===== src/rtl/conv1x1_pixel_engine_if.sv =====
// ---------------------------------------------------------------------------
// conv1x1_pixel_engine_if
// Purpose : bundles the control, pair-stream and result handshakes of the
//           pointwise-conv pixel engine into one interface.
// Signals :
//   start       pulse, begin a new output (latch bias/scale)
//   bias        signed ACC_W-bit bias, sampled on start
//   scale       unsigned Q0.16 requant scale, sampled on start
//   in_valid    weight/activation pair valid
//   in_ready    engine accepts a pair this cycle
//   weight      signed INT8 weight
//   activation  signed INT8 activation
//   out_valid   result valid
//   out_ready   downstream accepts the result
//   out_int8    signed INT8 result
//   busy        engine is not idle
// Modports: master = fetch unit / writer side, slave = engine side.
// ---------------------------------------------------------------------------
interface conv1x1_pixel_engine_if #(
  parameter int ACC_W = 32
);
  logic                    start;
  logic signed [ACC_W-1:0] bias;
  logic [15:0]             scale;
  logic                    in_valid;
  logic                    in_ready;
  logic signed [7:0]       weight;
  logic signed [7:0]       activation;
  logic                    out_valid;
  logic                    out_ready;
  logic signed [7:0]       out_int8;
  logic                    busy;

  modport master (
    output start, bias, scale, in_valid, weight, activation, out_ready,
    input  in_ready, out_valid, out_int8, busy
  );

  modport slave (
    input  start, bias, scale, in_valid, weight, activation, out_ready,
    output in_ready, out_valid, out_int8, busy
  );
endinterface


===== src/rtl/conv1x1_pixel_engine.sv =====
// ---------------------------------------------------------------------------
// conv1x1_pixel_engine
// Purpose : one INT8 output channel of a 1x1 convolution for one pixel.
//           Accumulates NUM_IN_CH weight*activation products, adds the bias,
//           applies LeakyReLU (slope 1/8) and requantizes to INT8 with a
//           round-half-up Q0.SCALE_Q scale and saturation.
// Ports   :
//   clk  in  rising-edge clock
//   rst  in  asynchronous active-high reset
//   bus  conv1x1_pixel_engine_if.slave (start/bias/scale, pair stream,
//        result handshake, busy)
// Build option:
//   ACC_SAT_EN  when defined, the accumulation and the bias add saturate to
//               the signed ACC_W range (sticky for the current output);
//               otherwise both wrap modulo 2^ACC_W. Timing is identical.
// ---------------------------------------------------------------------------
module conv1x1_pixel_engine #(
  parameter int NUM_IN_CH = 128,
  parameter int ACC_W     = 32,
  parameter int SCALE_Q   = 16
) (
  input logic                   clk,
  input logic                   rst,
  conv1x1_pixel_engine_if.slave bus
);

  localparam int P_W   = ACC_W + 17;
  localparam int CNT_W = (NUM_IN_CH > 1) ? $clog2(NUM_IN_CH) : 1;
  localparam logic [CNT_W-1:0]       LAST_CNT = CNT_W'(NUM_IN_CH - 1);
  localparam logic signed [P_W-1:0]  RND      = P_W'(64'd1) << (SCALE_Q - 1);
  localparam logic signed [P_W-1:0]  SAT_HI   = P_W'(64'sd127);
  localparam logic signed [P_W-1:0]  SAT_LO   = P_W'(-64'sd128);

  typedef enum logic [2:0] {
    S_IDLE  = 3'd0,
    S_ACCUM = 3'd1,
    S_BIAS  = 3'd2,
    S_LEAKY = 3'd3,
    S_REQ   = 3'd4,
    S_OUT   = 3'd5
  } state_t;

  state_t                  state_q;
  logic [CNT_W-1:0]        cnt_q;
  logic signed [ACC_W-1:0] acc_q;
  logic signed [ACC_W-1:0] bias_q;
  logic [15:0]             scale_q;
  logic signed [ACC_W-1:0] x_q;
  logic signed [ACC_W-1:0] y_q;
  logic signed [7:0]       out_int8_q;
  logic                    out_valid_q;
  logic                    in_ready_q;
  logic                    busy_q;

  logic signed [15:0]      prod_d;
  logic signed [ACC_W-1:0] prod_ext_d;
  logic signed [ACC_W-1:0] acc_d;
  logic signed [ACC_W-1:0] x_d;
  logic signed [ACC_W-1:0] y_d;
  logic signed [P_W-1:0]   p_d;
  logic signed [P_W-1:0]   r_d;
  logic signed [7:0]       q8_d;

`ifdef ACC_SAT_EN
  localparam logic signed [ACC_W-1:0] ACC_MAX = {1'b0, {(ACC_W-1){1'b1}}};
  localparam logic signed [ACC_W-1:0] ACC_MIN = {1'b1, {(ACC_W-1){1'b0}}};

  logic sat_q;
  logic sat_d;

  // Signed overflow of a + b: the extra sign bit disagrees with the MSB.
  function automatic logic add_ovf(input logic signed [ACC_W-1:0] a,
                                   input logic signed [ACC_W-1:0] b);
    logic [ACC_W:0] s;
    s = {a[ACC_W-1], a} + {b[ACC_W-1], b};
    add_ovf = (s[ACC_W] != s[ACC_W-1]);
  endfunction

  // Saturating a + b clamped to the signed ACC_W range.
  function automatic logic signed [ACC_W-1:0] sat_add(input logic signed [ACC_W-1:0] a,
                                                      input logic signed [ACC_W-1:0] b);
    logic [ACC_W:0] s;
    s = {a[ACC_W-1], a} + {b[ACC_W-1], b};
    if (s[ACC_W] != s[ACC_W-1]) begin
      sat_add = s[ACC_W] ? ACC_MIN : ACC_MAX;
    end else begin
      sat_add = s[ACC_W-1:0];
    end
  endfunction
`endif

  // Datapath next values for each pipeline step of the FSM.
  always_comb begin
    prod_d     = bus.weight * bus.activation;
    prod_ext_d = {{(ACC_W-16){prod_d[15]}}, prod_d};
`ifdef ACC_SAT_EN
    // Once clamped, the accumulator stays at the rail for this output.
    sat_d = sat_q;
    if (sat_q) begin
      acc_d = acc_q;
    end else begin
      acc_d = sat_add(acc_q, prod_ext_d);
      sat_d = add_ovf(acc_q, prod_ext_d);
    end
    if (sat_q) begin
      x_d = acc_q;
    end else begin
      x_d = sat_add(acc_q, bias_q);
    end
`else
    acc_d = acc_q + prod_ext_d;
    x_d   = acc_q + bias_q;
`endif
    // LeakyReLU with slope 1/8; arithmetic shift floors negative values.
    if (x_q[ACC_W-1]) begin
      y_d = x_q >>> 2'd3;
    end else begin
      y_d = x_q;
    end
    p_d = P_W'(y_q) * P_W'($signed({1'b0, scale_q}));
    r_d = (p_d + RND) >>> SCALE_Q;
    if (r_d > SAT_HI) begin
      q8_d = 8'sh7F;
    end else if (r_d < SAT_LO) begin
      q8_d = 8'sh80;
    end else begin
      q8_d = r_d[7:0];
    end
  end

  // Control FSM with registered handshake outputs and datapath registers.
  always_ff @(posedge clk or posedge rst) begin
    if (rst) begin
      state_q     <= S_IDLE;
      cnt_q       <= '0;
      acc_q       <= '0;
      bias_q      <= '0;
      scale_q     <= 16'd0;
      x_q         <= '0;
      y_q         <= '0;
      out_int8_q  <= 8'sd0;
      out_valid_q <= 1'b0;
      in_ready_q  <= 1'b0;
      busy_q      <= 1'b0;
`ifdef ACC_SAT_EN
      sat_q       <= 1'b0;
`endif
    end else begin
      case (state_q)
        S_IDLE: begin
          if (bus.start) begin
            acc_q      <= '0;
            cnt_q      <= '0;
            bias_q     <= bus.bias;
            scale_q    <= bus.scale;
            in_ready_q <= 1'b1;
            busy_q     <= 1'b1;
            state_q    <= S_ACCUM;
`ifdef ACC_SAT_EN
            sat_q      <= 1'b0;
`endif
          end else begin
            state_q <= S_IDLE;
          end
        end
        S_ACCUM: begin
          // in_ready_q is high throughout this state, so in_valid alone accepts.
          if (bus.in_valid) begin
            acc_q <= acc_d;
            cnt_q <= cnt_q + CNT_W'(1);
`ifdef ACC_SAT_EN
            sat_q <= sat_d;
`endif
            if (cnt_q == LAST_CNT) begin
              in_ready_q <= 1'b0;
              state_q    <= S_BIAS;
            end else begin
              state_q <= S_ACCUM;
            end
          end else begin
            state_q <= S_ACCUM;
          end
        end
        S_BIAS: begin
          x_q     <= x_d;
          state_q <= S_LEAKY;
        end
        S_LEAKY: begin
          y_q     <= y_d;
          state_q <= S_REQ;
        end
        S_REQ: begin
          out_int8_q  <= q8_d;
          out_valid_q <= 1'b1;
          state_q     <= S_OUT;
        end
        S_OUT: begin
          // out_int8 is left holding the last result after the handshake.
          if (bus.out_ready) begin
            out_valid_q <= 1'b0;
            busy_q      <= 1'b0;
            state_q     <= S_IDLE;
          end else begin
            state_q <= S_OUT;
          end
        end
        default: begin
          out_valid_q <= 1'b0;
          in_ready_q  <= 1'b0;
          busy_q      <= 1'b0;
          state_q     <= S_IDLE;
        end
      endcase
    end
  end

  assign bus.in_ready  = in_ready_q;
  assign bus.out_valid = out_valid_q;
  assign bus.out_int8  = out_int8_q;
  assign bus.busy      = busy_q;

endmodule


===== src/flat_wrapper.sv =====
// flat-port wrapper written by rule: the top's interface ports become plain ports
module conv1x1_pixel_engine_flat 
#(
  parameter int NUM_IN_CH = 128,
  parameter int ACC_W     = 32,
  parameter int SCALE_Q   = 16
)
  (clk, rst, bus_start, bus_bias, bus_scale, bus_in_valid, bus_weight, bus_activation, bus_out_ready, bus_in_ready, bus_out_valid, bus_out_int8, bus_busy);
  conv1x1_pixel_engine_if #(.ACC_W(ACC_W)) bus_i ();
  input logic clk;
  input logic rst;
  input wire logic [$bits(bus_i.start)-1:0] bus_start;
  input wire logic [$bits(bus_i.bias)-1:0] bus_bias;
  input wire logic [$bits(bus_i.scale)-1:0] bus_scale;
  input wire logic [$bits(bus_i.in_valid)-1:0] bus_in_valid;
  input wire logic [$bits(bus_i.weight)-1:0] bus_weight;
  input wire logic [$bits(bus_i.activation)-1:0] bus_activation;
  input wire logic [$bits(bus_i.out_ready)-1:0] bus_out_ready;
  output wire logic [$bits(bus_i.in_ready)-1:0] bus_in_ready;
  output wire logic [$bits(bus_i.out_valid)-1:0] bus_out_valid;
  output wire logic [$bits(bus_i.out_int8)-1:0] bus_out_int8;
  output wire logic [$bits(bus_i.busy)-1:0] bus_busy;
  assign bus_i.start = bus_start;
  assign bus_i.bias = bus_bias;
  assign bus_i.scale = bus_scale;
  assign bus_i.in_valid = bus_in_valid;
  assign bus_i.weight = bus_weight;
  assign bus_i.activation = bus_activation;
  assign bus_i.out_ready = bus_out_ready;
  assign bus_in_ready = bus_i.in_ready;
  assign bus_out_valid = bus_i.out_valid;
  assign bus_out_int8 = bus_i.out_int8;
  assign bus_busy = bus_i.busy;
  conv1x1_pixel_engine #(.NUM_IN_CH(NUM_IN_CH), .ACC_W(ACC_W), .SCALE_Q(SCALE_Q)) u_core (.clk(clk), .rst(rst), .bus(bus_i));
endmodule

===== config.mk =====
export PLATFORM = sky130hd
export DESIGN_NAME = conv1x1_pixel_engine_flat
export DESIGN_NICKNAME = d
export VERILOG_FILES = /design/src/rtl/conv1x1_pixel_engine_if.sv /design/src/rtl/conv1x1_pixel_engine.sv /design/src/flat_wrapper.sv
export SDC_FILE = /design/constraint.sdc
export NUM_CORES = 2
export LEC_CHECK = 0
export BUFFER_PORTS_ARGS = -buffer_cell sky130_fd_sc_hd__clkbuf_2
export CAP_MARGIN = 0
export CORE_UTILIZATION = 25
export DETAILED_ROUTE_END_ITERATION = 10
export SLEW_MARGIN = 0
export SYNTH_ARGS = -nofsm -noshare
export SYNTH_HDL_FRONTEND = slang
export SYNTH_SLANG_ARGS = --single-unit

===== constraint.sdc =====
create_clock -name clk -period 7.6 [get_ports clk]
set_input_delay 1.52 -clock clk [delete_from_list [all_inputs] [get_ports clk]]
set_output_delay 1.52 -clock clk [all_outputs]
set_load 0.02 [all_outputs]

==> results.json <==
{
  "ant_nets": 0,
  "grt-ovfl-total": 0,
  "reg2reg_setup_slack_ns": 0.30,
  "cts_buffers": 17,
  "synth_flop_cell": "dfrtp_1",
  "yosys.area.top_type_share": 0.3889,
  "drv_slew": 0,
  "diodes": 0,
  "fmax_mhz": 136.9,
  "grt_max_degree": 101,
  "worst_pin_slew_ns": 0.9504,
  "synth_cells": 3476,
  "clkLatencyLatePin_ns": 0.49,
  "fin_crit_sh": 0.9611,
  "synthTopCellsByCount": "inv_1 (818), fa_1 (625), and2_1 (362), nand2_1 (356), ha_1 (244)",
  "cts_tree": "yes",
  "final_nets": 4511,
  "antenna_found_initial": 5,
  "syn_nets": 4414,
  "async_flop_share": 1.000,
  "clockRootBuffer": "clkbuf_16",
  "track_usage": 0.1273,
  "power.leakage_nw": 18.47,
  "grt_pass1_wl_mm": 132.4,
  "rr_worst_depth": 26,
  "vias": 22750,
  "r2r-end": "u_core.bus.out_int8[2]$_DFFE_PP0P_",
  "yosys_warnings": 0,
  "worstReg2RegStart": "u_core.scale_q[5]$_DFFE_PP0P_",
  "cts.htree.levels": 4,
  "drt_first_iter_violations": 987,
  "synth.largest_area_cell": "fa_1",
  "ys_seq_area_frac": 0.1283,
  "ys_seq_elements": 165,
  "finalWorstSetupSlack_ns": 0.2953,
  "fin_worst_skew_ns": 0.01830,
  "arrival_ns": 7.73,
  "dieWidth_um": 360.7,
  "drive_above_1_share": 0.1007,
  "wl_mm": 81.01,
  "vias_per_cell": 4.335,
  "io_pins": 80,
  "end_kind": "flop",
  "drc_errors": 0,
  "holdWs_ns": 0.4881,
  "portBuffers": 79,
  "num_rows": 131,
  "fillCellCount": 13420,
  "finalCriticalPeriod_ns": 7.305,
  "min_path_type": "flop to flop",
  "maxCapViolCount": 0,
  "finalSetupViolCount": 0,
  "cts.sink_count": 165,
  "cp-start-kind": "flop",
  "coreArea_mm2": 0.1277,
  "synth-edff-count": 0,
  "gp_congestion": 0.8856,
  "ir_drop_mv": 0.2385,
  "cts.path.max_buffers": 2,
  "path_max_fanout": 32,
  "mappedNetlistArea_mm2": 0.03217,
  "yosysMostFrequentCell": "inv_1",
  "preCtsSetupSlack_ns": 0.04289,
  "drt-pass1-iter-count": 5,
  "wire_per_inst_um": 15.44,
  "yosys.cell_types.count": 75,
  "avgSynthCellArea_um2": 9.255,
  "cp.required_ns": 8.02,
  "status": "finished clean",
  "hold_depth": 2,
  "postPlaceCellArea_mm2": 0.03522,
  "dp_hpwl_mm": 69.56,
  "clk_pin_slew_ns": 0.08,
  "hold_start": "u_core.x_q[2]$_DFFE_PP0P_",
  "finalSetupTns_ns": 0,
  "die_y_um": 360.7,
  "die_area_mm2": 0.1301,
  "powerDensity_mw_per_mm2": 228.1,
  "area_delta_synth_final_pct": 12.03,
  "finalHoldViolCount": 0,
  "min_to": "u_core.x_q[2]$_DFFE_PP0P_",
  "start_util": 0.2520,
  "design_area_mm2": 0.03604,
  "grt_pass1_vias": 24360,
  "slew_headroom": 0.3642,
  "crit_type": "flop to flop",
  "synthTopCellsByArea": "fa_1 (39%), dfrtp_1 (13%), inv_1 (9.5%)"
}
-- placed cells by master, fill, tap and decap left out, types with 29 or more instances in the layout --
cell type and count:
nor2_1 58, a21o_1 39, mux2i_1 29, inv_1 816
o21ai_0 131, and2_1 361, buf_4 120, clkbuf_2 79
fa_1 623, nand2_1 354, a21oi_1 84, mux2_2 50
ha_1 238, xor2_1 37, dfrtp_1 151, xnor2_1 55
nand3_1 30
-- logic make-up (layout without fill, tap and decap cells) --
logic type,Yosys count,after routing,synth area share
XOR/XNOR,93,93,0.02532
AO/OA/AOI/OAI,382,382,0.07518
flip-flops,165,165,0.1283
adder cells (fa/ha/maj),869,869,0.4838
buffers and inverters,951,1061,0.1111
AND/OR/NAND/NOR,937,937,0.1497
multiplexers,79,79,0.02652
-- sequential cells by signal, summed over array words and instances, names as in the netlist --
name	cells
u_core.acc_q	32
u_core.bias_q	32
u_core.bus.busy	1
u_core.bus.in_ready	1
u_core.bus.out_int8	8
u_core.bus.out_valid	1
u_core.cnt_q	7
u_core.scale_q	16
u_core.state_q	3
u_core.x_q	32
u_core.y_q	32
-- metrics by stage --
stage | total power, W | std cells | util
final | 0.008219 | 5248 | 0.2823
after global routing | 0.009198 | 5248 | 0.2823
after CTS | 0.008274 | 5241 | 0.2806
after detailed placement | 0.007284 | 5209 | 0.2759
after global placement | 0.007137 | 5209 | 0.2759
after floorplan | 0.005905 | 3476 | -
-- cell type report --
cell class                      instances  area [µm²]  area share
Sequential cell                       165        4146      0.1150
Inverter                              819        3082     0.08551
Clock inverter                         14       171.4    0.004756
Multi-Input combinational cell       2360       24630      0.6834
Timing Repair Buffer                  210        1493     0.04142
Tap cell                             1662        2079     0.05770
Clock buffer                           18       439.2     0.01219
-- worst max path at each step --
stage,start,depth (start not counted),to
global route,u_core.scale_q[3]$_DFFE_PP0P_,27,u_core.bus.out_int8[5]$_DFFE_PP0P_
detailed placement,u_core.scale_q[12]$_DFFE_PP0P_,24,u_core.bus.out_int8[3]$_DFFE_PP0P_
global placement,u_core.y_q[12]$_DFFE_PP0N_,25,u_core.bus.out_int8[5]$_DFFE_PP0P_
finish,u_core.scale_q[5]$_DFFE_PP0P_,26,u_core.bus.out_int8[2]$_DFFE_PP0P_
CTS,u_core.scale_q[2]$_DFFE_PP0P_,25,u_core.bus.out_int8[3]$_DFFE_PP0P_
floorplan,bus_activation[1],21,u_core.acc_q[31]$_DFFE_PP0P_
-- what timing repair did --
action	CTS	global route
hold buffers	0	0
setup buffers	0	7
setup endpoints to repair	0	8
resized for setup	0	46
-- routing by layer --
| layer | wire, µm | vias to the layer above | GRT usage | part of all wire |
|---|---|---|---|---|
| li1 | - | 10730 | - | - |
| met1 | 37440 | 11530 | 0.1695 | 0.46 |
| met2 | 38510 | 396 | 0.2145 | 0.48 |
| met3 | 3601 | 85 | 0.02189 | 0.044 |
| met4 | 1414 | 6 | 0.02804 | 0.017 |
| met5 | 41 | - | 0 | 0.00051 |
-- report_power, final --
| part | internal (W) | switching, W | leakage (nW) |
|---|---|---|---|
| registers | 0.00105 | 0.000156 | 2.11 |
| clock network | 0.000481 | 0.000437 | 0.302 |
| logic | 0.00276 | 0.00334 | 16.1 |
| total | 0.00429 | 0.00393 | 18.5 |
-- critical path, stage by stage (launching register included) --
cell	delay, ns
dfrtp_1	0.42
buf_12	0.18
and2_1	0.17
fa_1	0.53
inv_1	0.05
fa_1	0.48
fa_1	0.52
inv_1	0.06
fa_1	0.50
fa_1	0.49
inv_1	0.05
fa_1	0.47
inv_1	0.04
ha_1	0.32
buf_4	0.15
nand4_1	0.14
or3_1	0.34
o22a_2	0.28
a211oi_4	0.27
o31ai_2	0.12
o31ai_2	0.24
a211oi_1	0.11
nor2_1	0.26
nand4_1	0.24
o41ai_4	0.50
nand3_1	0.15
a21oi_2	0.15
No activity file was read; power rests on OpenSTA's default activity.
